<file path="config.mk">
export PLATFORM = sky130hd
export DESIGN_NAME = line_follow_pwm_ctrl_flat
export DESIGN_NICKNAME = d
export VERILOG_FILES = /design/src/rtl/line_follow_pwm_ctrl_if.sv /design/src/rtl/line_follow_pwm_ctrl.sv /design/src/flat_wrapper.sv
export SDC_FILE = /design/constraint.sdc
export NUM_CORES = 1
export LEC_CHECK = 0
export ABC_AREA = 1
export CORE_MARGIN = 2
export CORE_UTILIZATION = 54
export DETAILED_ROUTE_END_ITERATION = 16
export PLACE_DENSITY = 0.79
export SLEW_MARGIN = 25
export SYNTH_ARGS = -nofsm -noshare
export SYNTH_HDL_FRONTEND = slang
export SYNTH_SLANG_ARGS = --single-unit
</file>
<file path="constraint.sdc">
create_clock -name clk -period 2.7 [get_ports clk]
set_input_delay 0.54 -clock clk [delete_from_list [all_inputs] [get_ports clk]]
set_output_delay 0.54 -clock clk [all_outputs]
set_load 0.02 [all_outputs]
</file>
<file path="src/rtl/line_follow_pwm_ctrl_if.sv">
// Pin-side bundle of the line-follower controller: run/sensor/duty inputs and
// the PWM, state and phase-counter outputs.
interface line_follow_pwm_ctrl_if #(
  parameter int PWM_W = 3
);
  logic             en;
  logic             l_sens;
  logic             r_sens;
  logic [PWM_W-1:0] duty;
  logic             pwm_l;
  logic             pwm_r;
  logic [1:0]       state;
  logic [PWM_W-1:0] cnt;
  logic             period_end;

  modport master (
    output en, l_sens, r_sens, duty,
    input  pwm_l, pwm_r, state, cnt, period_end
  );

  modport slave (
    input  en, l_sens, r_sens, duty,
    output pwm_l, pwm_r, state, cnt, period_end
  );
endinterface

</file>
<file path="src/rtl/line_follow_pwm_ctrl.sv">
// Two-motor line-follower: synchronised/debounced sensors feed a steering FSM
// that updates motor duty levels once per PWM period, optionally ramped.
module line_follow_pwm_ctrl #(
  parameter int PWM_W   = 3,
  parameter int DEB_CYC = 4,
  parameter bit RAMP    = 1'b0
) (
  input logic                   clk,
  input logic                   rst_n,
  line_follow_pwm_ctrl_if.slave bus
);

  typedef enum logic [1:0] {
    IDLE   = 2'd0,
    FWD    = 2'd1,
    TURN_L = 2'd2,
    TURN_R = 2'd3
  } state_t;

  localparam int DW = (DEB_CYC > 1) ? $clog2(DEB_CYC) : 1;

  logic [PWM_W-1:0]     cnt;
  logic                 period_end;
  logic [1:0]           sync1, sync2, deb;   // bit 1 = left, bit 0 = right
  logic [1:0][DW-1:0]   deb_cnt;
  state_t               state_q, state_d;
  logic [PWM_W-1:0]     level_l, level_r;
  logic [PWM_W-1:0]     tgt_l, tgt_r;

  assign period_end = &cnt;

  // NOTE: sequential state uses non-blocking assignments so every flop samples
  // pre-edge values regardless of process ordering.
  always_ff @(posedge clk or negedge rst_n) begin
    if (!rst_n) cnt <= '0;
    else        cnt <= cnt + 1'b1;
  end

  // NOTE: the small per-sensor counter arrays are plain flops, so they are
  // reset along with everything else; nothing here is a RAM.
  always_ff @(posedge clk or negedge rst_n) begin
    if (!rst_n) begin
      sync1   <= '0;
      sync2   <= '0;
      deb     <= '0;
      deb_cnt <= '0;
    end else begin
      sync1 <= {bus.l_sens, bus.r_sens};
      sync2 <= sync1;
      for (int i = 0; i < 2; i++) begin
        if (sync2[i] == deb[i]) begin
          deb_cnt[i] <= '0;
        end else if (deb_cnt[i] == DW'(DEB_CYC - 1)) begin
          deb[i]     <= sync2[i];
          deb_cnt[i] <= '0;
        end else begin
          deb_cnt[i] <= deb_cnt[i] + 1'b1;
        end
      end
    end
  end

  always_ff @(posedge clk or negedge rst_n) begin
    if (!rst_n) state_q <= IDLE;
    else        state_q <= state_d;
  end

  // NOTE: every combinational output gets a default first, so no path leaves
  // it unassigned and no latch is inferred.
  always_comb begin
    state_d = state_q;
    if (period_end) begin
      if (!bus.en)                state_d = IDLE;
      else if (deb[1] && deb[0])  state_d = FWD;
      else if (deb[1])            state_d = TURN_L;
      else if (deb[0])            state_d = TURN_R;
      else if (state_q == IDLE)   state_d = FWD;
    end
  end

  always_comb begin
    tgt_l = '0;
    tgt_r = '0;
    case (state_d)
      FWD:     begin tgt_l = bus.duty; tgt_r = bus.duty; end
      TURN_L:  tgt_r = bus.duty;
      TURN_R:  tgt_l = bus.duty;
      default: ;
    endcase
  end

  function automatic logic [PWM_W-1:0] next_level(input logic [PWM_W-1:0] cur,
                                                  input logic [PWM_W-1:0] tgt);
    if (!RAMP)     return tgt;
    if (cur < tgt) return cur + 1'b1;
    if (cur > tgt) return cur - 1'b1;
    return cur;
  endfunction

  // Levels only move on the wrap edge, so duty/en changes mid-period are inert.
  always_ff @(posedge clk or negedge rst_n) begin
    if (!rst_n) begin
      level_l <= '0;
      level_r <= '0;
    end else if (period_end) begin
      level_l <= next_level(level_l, tgt_l);
      level_r <= next_level(level_r, tgt_r);
    end
  end

  assign bus.pwm_l      = (cnt < level_l);
  assign bus.pwm_r      = (cnt < level_r);
  assign bus.state      = state_q;
  assign bus.cnt        = cnt;
  assign bus.period_end = period_end;

endmodule
</file>
<file path="src/flat_wrapper.sv">
// flat-port wrapper written by rule: the top's interface ports become plain ports
module line_follow_pwm_ctrl_flat 
#(
  parameter int PWM_W   = 3,
  parameter int DEB_CYC = 4,
  parameter bit RAMP    = 1'b0
)
  (clk, rst_n, bus_en, bus_l_sens, bus_r_sens, bus_duty, bus_pwm_l, bus_pwm_r, bus_state, bus_cnt, bus_period_end);
  line_follow_pwm_ctrl_if #(.PWM_W(PWM_W)) bus_i ();
  input logic clk;
  input logic rst_n;
  input wire logic [$bits(bus_i.en)-1:0] bus_en;
  input wire logic [$bits(bus_i.l_sens)-1:0] bus_l_sens;
  input wire logic [$bits(bus_i.r_sens)-1:0] bus_r_sens;
  input wire logic [$bits(bus_i.duty)-1:0] bus_duty;
  output wire logic [$bits(bus_i.pwm_l)-1:0] bus_pwm_l;
  output wire logic [$bits(bus_i.pwm_r)-1:0] bus_pwm_r;
  output wire logic [$bits(bus_i.state)-1:0] bus_state;
  output wire logic [$bits(bus_i.cnt)-1:0] bus_cnt;
  output wire logic [$bits(bus_i.period_end)-1:0] bus_period_end;
  assign bus_i.en = bus_en;
  assign bus_i.l_sens = bus_l_sens;
  assign bus_i.r_sens = bus_r_sens;
  assign bus_i.duty = bus_duty;
  assign bus_pwm_l = bus_i.pwm_l;
  assign bus_pwm_r = bus_i.pwm_r;
  assign bus_state = bus_i.state;
  assign bus_cnt = bus_i.cnt;
  assign bus_period_end = bus_i.period_end;
  line_follow_pwm_ctrl #(.PWM_W(PWM_W), .DEB_CYC(DEB_CYC), .RAMP(RAMP)) u_core (.clk(clk), .rst_n(rst_n), .bus(bus_i));
endmodule
</file>
# Yosys cells after proc, flatten, opt, wreduce, memory -nomap -nowiden
# Cells that the tools add are included.
op_classes:
  n_addsub: 7
  order_cmp: 6
  eq_ne: 7
  n_mux: 37
  bitwise_logic: 2
  n_reduce_logical: 11
op_table:
  columns: ["cell", "count"]
  rows:
  - ["two-way mux 3 bit", 12]
  - ["two-way mux 2 bit", 10]
  - ["two-way mux 1 bit", 15]
  - ["less-than comparator 3 bit", 4]
  - ["adder 3 x 1 -> 3 bit, second input constant", 3]
  - ["equality test 2 bit, second input constant", 4]
  - ["AND reduction 4 bit", 2]
  - ["> comparator 3 bit", 2]
  - ["nonzero test 3 bit", 2]
  - ["subtractor 3 x 1 -> 3 bit, second input constant", 2]
  - ["adder 2 x 1 -> 2 bit, second input constant", 2]
  - ["AND reduction 2 bit", 2]
  - ["OR reduction 2 bit", 2]
  - ["AND reduction 3 bit", 1]
  - ["equality test 1 bit", 2]
  - ["equality test 2 x 1 -> 1 bit, second input constant", 1]
  - ["logical NOT 2 bit", 1]
  - ["inverter 1 bit", 2]
  - ["logical AND 1 bit", 1]
totals:
  regBits: 21
  in_bits: 8
  output_inout_bits: 8

# Longest topological paths before layout
# Gate-level depths: netlist (run 1).
logic_depth:
  word_depth: 20
  depth_mapped: 9
  ltp_nobuf: 9

# Worst setup path after synthesis (run 1)
# Ideal clock, no wire load.
synth_path:
  path_kind: "register to register"
  startpoint: "reg u_core.cnt[0] (netlist: u_core.bus.cnt[0])"
  endpoint: "reg u_core.level_l[0]"
  setup_ns: 0.128
  arrival_ns: 1.733
  t_required_ns: 2.572
  setup_slack_ns: 0.839
  path_stages_with_launch: 10
  synth_period_minus_slack_ns: 1.861
  cell_sequence: "dfrtp_1 ha_1 ha_1 buf_6 nand2_1 nand2_1 inv_1 ha_1 nor2_1 o22ai_1"
synth_via:
  elab_chain_cells: 12
  word_cells_on_any_way: 22
synth_rtl:
  columns: ["item", "line_no", "rtl"]
  rows:
  - ["start: declaration", "line_follow_pwm_ctrl.sv:22", "logic [PWM_W-1:0] cnt;"]
  - ["start signal: assignment", "line_follow_pwm_ctrl.sv:36", "else cnt <= cnt + 1'b1;"]
  - ["AND reduction 3 bit *", "line_follow_pwm_ctrl.sv:30", "assign period_end = &cnt;"]
  - ["named net bus_period_end", "flat_wrapper.sv:20", "output wire logic [$bits(bus_i.period_end)-1:0] bus_period_end;"]
  - ["two-way mux 2 bit *", "line_follow_pwm_ctrl.sv:72", "if (period_end) begin"]
  - ["named net u_core.state_d[1]", "line_follow_pwm_ctrl.sv:26", "state_t state_q, state_d;"]
  - ["equality test 2 bit / equality test 2 x 1 -> 1 bit (equally long branches)", "line_follow_pwm_ctrl.sv:84", "case (state_d)"]
  - ["OR reduction 2 bit (no source line) *", null, null]
  - ["two-way mux 3 bit *", "line_follow_pwm_ctrl.sv:84", null]
  - ["> comparator 3 bit", "line_follow_pwm_ctrl.sv:96", "if (cur > tgt) return cur - 1'b1;"]
  - ["two-way mux 1 bit (2 in a row)", "line_follow_pwm_ctrl.sv:96", null]
  - ["two-way mux 1 bit", "line_follow_pwm_ctrl.sv:95", "if (cur < tgt) return cur + 1'b1;"]
  - ["two-way mux 1 bit", "line_follow_pwm_ctrl.sv:105", "end else if (period_end) begin"]
  - ["nonzero test 3 bit (no source line)", null, null]
  - ["AND reduction 4 bit (no source line)", null, null]
  - ["end signal: assignment", "line_follow_pwm_ctrl.sv:106", "level_l <= next_level(level_l, tgt_l);"]
  - ["end: declaration", "line_follow_pwm_ctrl.sv:27", "logic [PWM_W-1:0] level_l, level_r;"]
# Mark *: on every way through the listed nets, which the timed path passes. The rest lies on a longest branch. The select of a mux whose other input is x is not followed.
# A chain may end at the register's enable or synchronous reset.

# Worst setup path in the final report (run 1)
layout_path:
  startpoint: "reg u_core.cnt[1] (netlist: u_core.bus.cnt[1])"
  endpoint: "out bus_period_end"
layout_via:
  elab_chain_cells: 1
layout_rtl:
  columns: ["item", "line_no"]
  rows:
  - ["AND reduction 3 bit", "line_follow_pwm_ctrl.sv:30"]
  - ["end: declaration", "flat_wrapper.sv:20"]
# No other way between the ends.

==> results of run 1 <==
[critical path, delay by kind of cell (launching register included)]
family                     cells  cell delay (ns)
DFF                            1             0.43
adders and majority gates      2             0.63
buffers and inverters          1             0.70
[worst max-delay path by stage]
stage                                      from                            end  slack (ns)  cells past startpoint
floorplan           u_core.bus.cnt[0]$_DFF_PN0_  u_core.level_l[0]$_DFFE_PN0N_        0.84                      9
global placement    u_core.bus.cnt[0]$_DFF_PN0_                 bus_period_end        0.49                      3
detailed placement  u_core.bus.cnt[1]$_DFF_PN0_                 bus_period_end        0.45                      3
CTS                 u_core.bus.cnt[1]$_DFF_PN0_                 bus_period_end        0.11                      3
global route        u_core.bus.cnt[1]$_DFF_PN0_                 bus_period_end        0.02                      3
finish              u_core.bus.cnt[1]$_DFF_PN0_                 bus_period_end         0.1                      3
[layer usage]
metal	share of wire, %	up-vias
met5	0	-
met4	0	0
met3	3.7	0
met2	46	15
met1	50	282
li1	-	322
[report_power, final]
| part | internal (uW) | leakage (uW) | switching, uW |
|---|---|---|---|
| combinational | 166 | 0.000296 | 183 |
| sequential | 395 | 0.000265 | 42.1 |
| clock | 57.5 | 0.0000150 | 86.0 |
[per-stage QoR]
step	hold slack, ns	cells	total power [uW]	setup WS [ns]	area (sq um)
2_1_floorplan	0.244	90	670	0.839	933
3_3_place_gp	0.333	122	781	0.488	1100
3_5_place_dp	0.336	122	798	0.448	1100
4_1_cts	0.361	126	942	0.106	1130
5_1_grt	0.372	126	1010	0.0168	1130
6_report	0.359	126	929	0.0951	1130
[cells in the mapped netlist, drive strengths merged]
| master | instances |
|---|---|
| inv | 15 |
| nand2 | 18 |
| o22ai | 6 |
| or2 | 3 |
| o21a | 2 |
| a21oi | 2 |
| buf | 1 |
| xnor2 | 2 |
| nor2 | 7 |
| dfrtp | 21 |
| o21ai | 3 |
| ha | 10 |
[flip-flops by register name, indices dropped and copies added, names as in the netlist]
register / flops
u_core.bus.cnt: 3
u_core.bus.state: 2
u_core.deb: 2
u_core.deb_cnt: 4
u_core.level_l: 3
u_core.level_r: 3
u_core.sync1: 2
u_core.sync2: 2
[cell type report]
cell class / count / area [sq um]
Clock buffer: 4 / 26.3
Tap cell: 17 / 21.3
Timing Repair Buffer: 16 / 158
Sequential cell: 21 / 526
Multi-Input combinational cell: 53 / 340
Fill cell: 118 / 543
Inverter: 15 / 56.3
[cell families (layout without fill, tap and decap cells)]
kind of cell	count (synthesis)	count (layout)	share of synthesized area (%)
AND/OR/NAND/NOR	28	28	12.9
flip-flops	21	21	56.3
buffers and inverters	16	35	7.24
AO/OA/AOI/OAI	13	13	8.31
adder cells (fa/ha/maj)	10	10	13.4
XOR/XNOR	2	2	1.88
==> impl_metrics.env, run 1 <==
export IMPL_skew_ns=0.00534
export IMPL_status="completed"
export IMPL_cts_tree="done"
export IMPL_synth_area_sq_um=933
export IMPL_hp_class="flip-flop to flip-flop"
export IMPL_cts_max_path_buffers=2
export IMPL_synth_seq_area_share_pct=56.3
export IMPL_clock_sinks=21
export IMPL_min_from="u_core.sync1[1]$_DFF_PN0_"
export IMPL_synth_nets=108
export IMPL_crit_path_start_kind="flip-flop"
export IMPL_yosysWarnings=0
export IMPL_cts_resized=0
export IMPL_post_route_period_util_pct=96.5
export IMPL_dieArea_sq_um=2080
export IMPL_fmax_mhz=384
export IMPL_min_to="u_core.sync2[1]$_DFF_PN0_"
export IMPL_cp_common_cell="ha_1"
export IMPL_vias_per_cell=4.91
export IMPL_synth_seq_cells=21
export IMPL_cts_max_level=1
export IMPL_fin_util_pct=67.5
export IMPL_wire_per_inst_um=11.7
export IMPL_crit_chain="ha_1, ha_1, clkdlybuf4s50_1"
export IMPL_n_antenna_cell=0
export IMPL_avgSynthCellArea_sq_um=10.4
export IMPL_holdBufCountCts=0
export IMPL_drc_errors=0
export IMPL_cts_root_buf="clkbuf_4"
export IMPL_rr_worst_depth=7
export IMPL_clk_pin_slew_worst_paths_ns=0.11
export IMPL_slew_violations=0
export IMPL_gr_usage_met3_pct=2.38
export IMPL_ys_top_cells_by_area="dfrtp_1 (56%), ha_1 (13%), inv_1 (6.0%)"
export IMPL_final_cell_mix="dfrtp_1 (21), inv_1 (15), nand2_1 (15), clkdlybuf4s50_1 (15), ha_1 (10)"
export IMPL_setup_viol_count_final=0
export IMPL_first_pass_iters=4
export IMPL_grt_first_pass_wirelength_um=2480
export IMPL_synth_top_cell_by_area="dfrtp_1"
export IMPL_first_iter_violations=8
export IMPL_critical_path_class="flip-flop to output port"
export IMPL_area_growth_syn_to_layout_pct=20.8
export IMPL_grt_usage_pct=17.0
export IMPL_grt_most_used_layer="met1"
export IMPL_slew_headroom_pct=66.8
export IMPL_worstMarginPinSlew_ns=0.498
export IMPL_critical_path_required_ns=2.16
export IMPL_grt_max_degree=22
export IMPL_postCtsSetupRepairBufs=0
export IMPL_use_met2_pct=22.3
export IMPL_initial_core_util_pct=55.9
export IMPL_final_common_cell="dfrtp_1"
export IMPL_vdd_drop_max_v=0.000532
export IMPL_finalNetCount=128
export IMPL_die_h_um=45.6
export IMPL_powerDensity_nw_per_um2=824
export IMPL_ant_nets=0
export IMPL_cpPeakStageDelay_ns=0.70
export IMPL_use_met1_pct=26.8
export IMPL_critPathSlowestCell="clkdlybuf4s50_1"
export IMPL_syn_inst=90
export IMPL_r2r_start="u_core.bus.cnt[1]$_DFF_PN0_"
export IMPL_place_hpwl_um=1140
export IMPL_die_width_um=45.6
export IMPL_io_pins=16
export IMPL_row_count=15
export IMPL_rsz0062_at_grt="no"
export IMPL_r2r_slack_ns=0.69
export IMPL_num_vias=619
export IMPL_hold_viol_final=0
export IMPL_cap_violations=0
export IMPL_port_buffers=15
export IMPL_p_leak_uw=0.000576
export IMPL_antenna_found_initial=0
export IMPL_wl_um=1470
export IMPL_synth_distinct_cells=13
export IMPL_grt_overflow=0
export IMPL_crit_arrival_ns=2.06
export IMPL_path_max_fanout=14
export IMPL_tns_ns=0
export IMPL_synth_top_cell_area_share_pct=56.3
export IMPL_cp_end_kind="output port"
export IMPL_place_congestion=0.798
export IMPL_grt_pass1_vias=551
export IMPL_clk_latency_ns=0.29
export IMPL_numCtsBuffers=3
export IMPL_period_needed_ns=2.60
export IMPL_drive_above_1_share_pct=9.17
export IMPL_reg2reg_to="u_core.level_l[0]$_DFFE_PN0N_"
export IMPL_fp_coreArea_sq_um=1670
export IMPL_min_path_cells=0
Note: power is estimated with default switching activity, not from simulation.
==> inputs of run 2 (changes only) <==
Settings changed: CAP_MARGIN set to 20, REMOVE_ABC_BUFFERS set to 1.
==> run 2 against run 1 <==
Final cell count increased by 0.79%; total power rose by 0.11%; combinational power about the same; clock power about the same; sequential share of layout area down 0.31 points; critical path type unchanged; critical endpoint is now bus_pwm_r.
==> impl_metrics.env, run 2 (synthesis gave the netlist of run 1 again) <==
export IMPL_drc_errors=0
export IMPL_cts_max_path_buffers=2
export IMPL_cp_end_kind="output port"
export IMPL_fillers=142
export IMPL_crit_path_start_kind="flip-flop"
export IMPL_num_vias=645
export IMPL_ant_nets=0
export IMPL_grt_overflow=0
export IMPL_die_h_um=45.6
export IMPL_place_hpwl_um=1150
export IMPL_grt_pass1_vias=596
export IMPL_clk_latency_ns=0.29
export IMPL_drive_above_1_share_pct=10.0
export IMPL_clk_pin_slew_worst_paths_ns=0.11
export IMPL_status="completed"
export IMPL_final_common_cell="dfrtp_1"
export IMPL_vias_per_cell=5.08
export IMPL_multi_input_area_sq_um=340
export IMPL_tns_ns=0
export IMPL_skew_ns=0.00387
export IMPL_rsz0062_at_grt="no"
export IMPL_numCtsBuffers=3
export IMPL_power_frac_comb_pct=37.7
export IMPL_crit_chain="ha_1, a21oi_1, o21a_1, clkdlybuf4s50_1"
export IMPL_grt_usage_pct=16.9
export IMPL_cts_resized=0
export IMPL_n_antenna_cell=0
export IMPL_final_cell_mix="dfrtp_1 (21), inv_1 (15), nand2_1 (15), clkdlybuf4s50_1 (15), ha_1 (10)"
export IMPL_path_max_fanout=4
export IMPL_first_iter_violations=6
export IMPL_critPathTopFamily="buffers and inverters"
export IMPL_postCtsSetupRepairBufs=0
export IMPL_switching_share_pct=33.5
export IMPL_fmax_mhz=406
export IMPL_largest_register="u_core.deb_cnt"
export IMPL_grt_first_pass_wirelength_um=2430
export IMPL_grt_max_degree=22
export IMPL_dieArea_sq_um=2080
export IMPL_clock_sinks=21
export IMPL_worst_slack_ns=0.236
export IMPL_cts_max_level=1
export IMPL_critical_path_buf_inv_count=1
export IMPL_largest_reg_flops=4
export IMPL_setup_viol_count_final=0
export IMPL_cts_tree="done"
export IMPL_critPathSlowestCell="clkdlybuf4s50_1"
export IMPL_holdBufCountCts=0
export IMPL_cts_root_buf="clkbuf_4"
export IMPL_first_pass_iters=4
export IMPL_cap_violations=0
export IMPL_fp_coreArea_sq_um=1670
export IMPL_vdd_drop_max_v=0.000548
export IMPL_critical_path_class="flip-flop to output port"
export IMPL_post_route_period_util_pct=91.3
export IMPL_p_int_uw=619
export IMPL_antenna_found_initial=0
export IMPL_finalNetCount=129
export IMPL_hp_class="flip-flop to flip-flop"
export IMPL_critical_path_required_ns=2.16
export IMPL_crit_arrival_ns=1.92
export IMPL_slew_violations=0
export IMPL_io_pins=16
export IMPL_port_buffers=15
export IMPL_wl_um=1460
export IMPL_powerDensity_nw_per_um2=820
export IMPL_worstMarginPinSlew_ns=0.253
export IMPL_p_switching_uw=312
export IMPL_hold_viol_final=0
export IMPL_cpPeakStageDelay_ns=0.60
export IMPL_die_width_um=45.6
export IMPL_p_leak_uw=0.000581
export IMPL_post_place_ws_ns=0.559
export IMPL_area_growth_syn_to_layout_pct=21.6
export IMPL_wire_per_inst_um=11.5
export IMPL_slew_headroom_pct=83.1
export IMPL_row_count=15
export IMPL_place_congestion=0.735
export IMPL_fin_area_sq_um=1130
export IMPL_regArea_sq_um=526
export IMPL_period_needed_ns=2.46
export IMPL_seq_power_share_pct=47.0
export IMPL_placed_area_sq_um=1110
export IMPL_clkPwrFrac_pct=15.3
export IMPL_initial_core_util_pct=55.9
[run 2: changes by cell type in the layout (fill, tap and decap cells not counted)]
cell,delta
buf_4,+1
[run 2: area by class of cell]
cell class | count | area share [%]
inverter | 15 | 4.96
tap | 17 | 1.87
multi-input combinational | 53 | 30.0
clock buffer | 4 | 2.32
sequential | 21 | 46.3
timing repair buffer | 17 | 14.6
[run 2: routing by layer]
layer  share of wire, %  GRT usage [%]  routed length, um  up-vias
met5                  0              0                  0        -
met4               0.96           9.41                 14        0
met3                3.5           4.76                 51        2
met2                 47           23.7                681        9
met1                 49           23.3                712      312
li1                   -              -                  -      322
[run 2: final timing paths]
kind	startpoint	endpoint	slack, ns	depth (start not counted)
worst min-delay path	u_core.sync1[0]$_DFF_PN0_	u_core.sync2[0]$_DFF_PN0_	0.36	0
worst max-delay path	u_core.bus.cnt[2]$_DFF_PN0_	bus_pwm_r	0.24	4
max in group asynchronous	rst_n	u_core.deb[1]$_DFFE_PN0P_	1.93	2
min in group asynchronous	rst_n	u_core.bus.cnt[0]$_DFF_PN0_	0.57	2
worst max register to register	u_core.bus.cnt[0]$_DFF_PN0_	u_core.level_r[0]$_DFFE_PN0N_	0.73	7
worst min register to register	u_core.sync1[0]$_DFF_PN0_	u_core.sync2[0]$_DFF_PN0_	0.36	0
[run 2: power by group through the flow]
stage                     sequential (uW)  clock, uW  combinational (uW)
after detailed placement              444          0                 352
after CTS                             437        150                 355
after floorplan                       448          0                 222
final                                 437        143                 350
after global routing                  445        169                 400
after global placement                439          0                 338
[run 2: through the flow]
| stage | utilization, % | total power [uW] | hold slack (ns) | std cells |
|---|---|---|---|---|
| floorplan | - | 670 | 0.244 | 89 |
| global placement | 66.4 | 777 | 0.334 | 123 |
| detailed placement | 66.4 | 796 | 0.341 | 123 |
| CTS | 67.9 | 943 | 0.367 | 127 |
| global route | 67.9 | 1010 | 0.382 | 127 |
| finish | 67.9 | 930 | 0.364 | 127 |
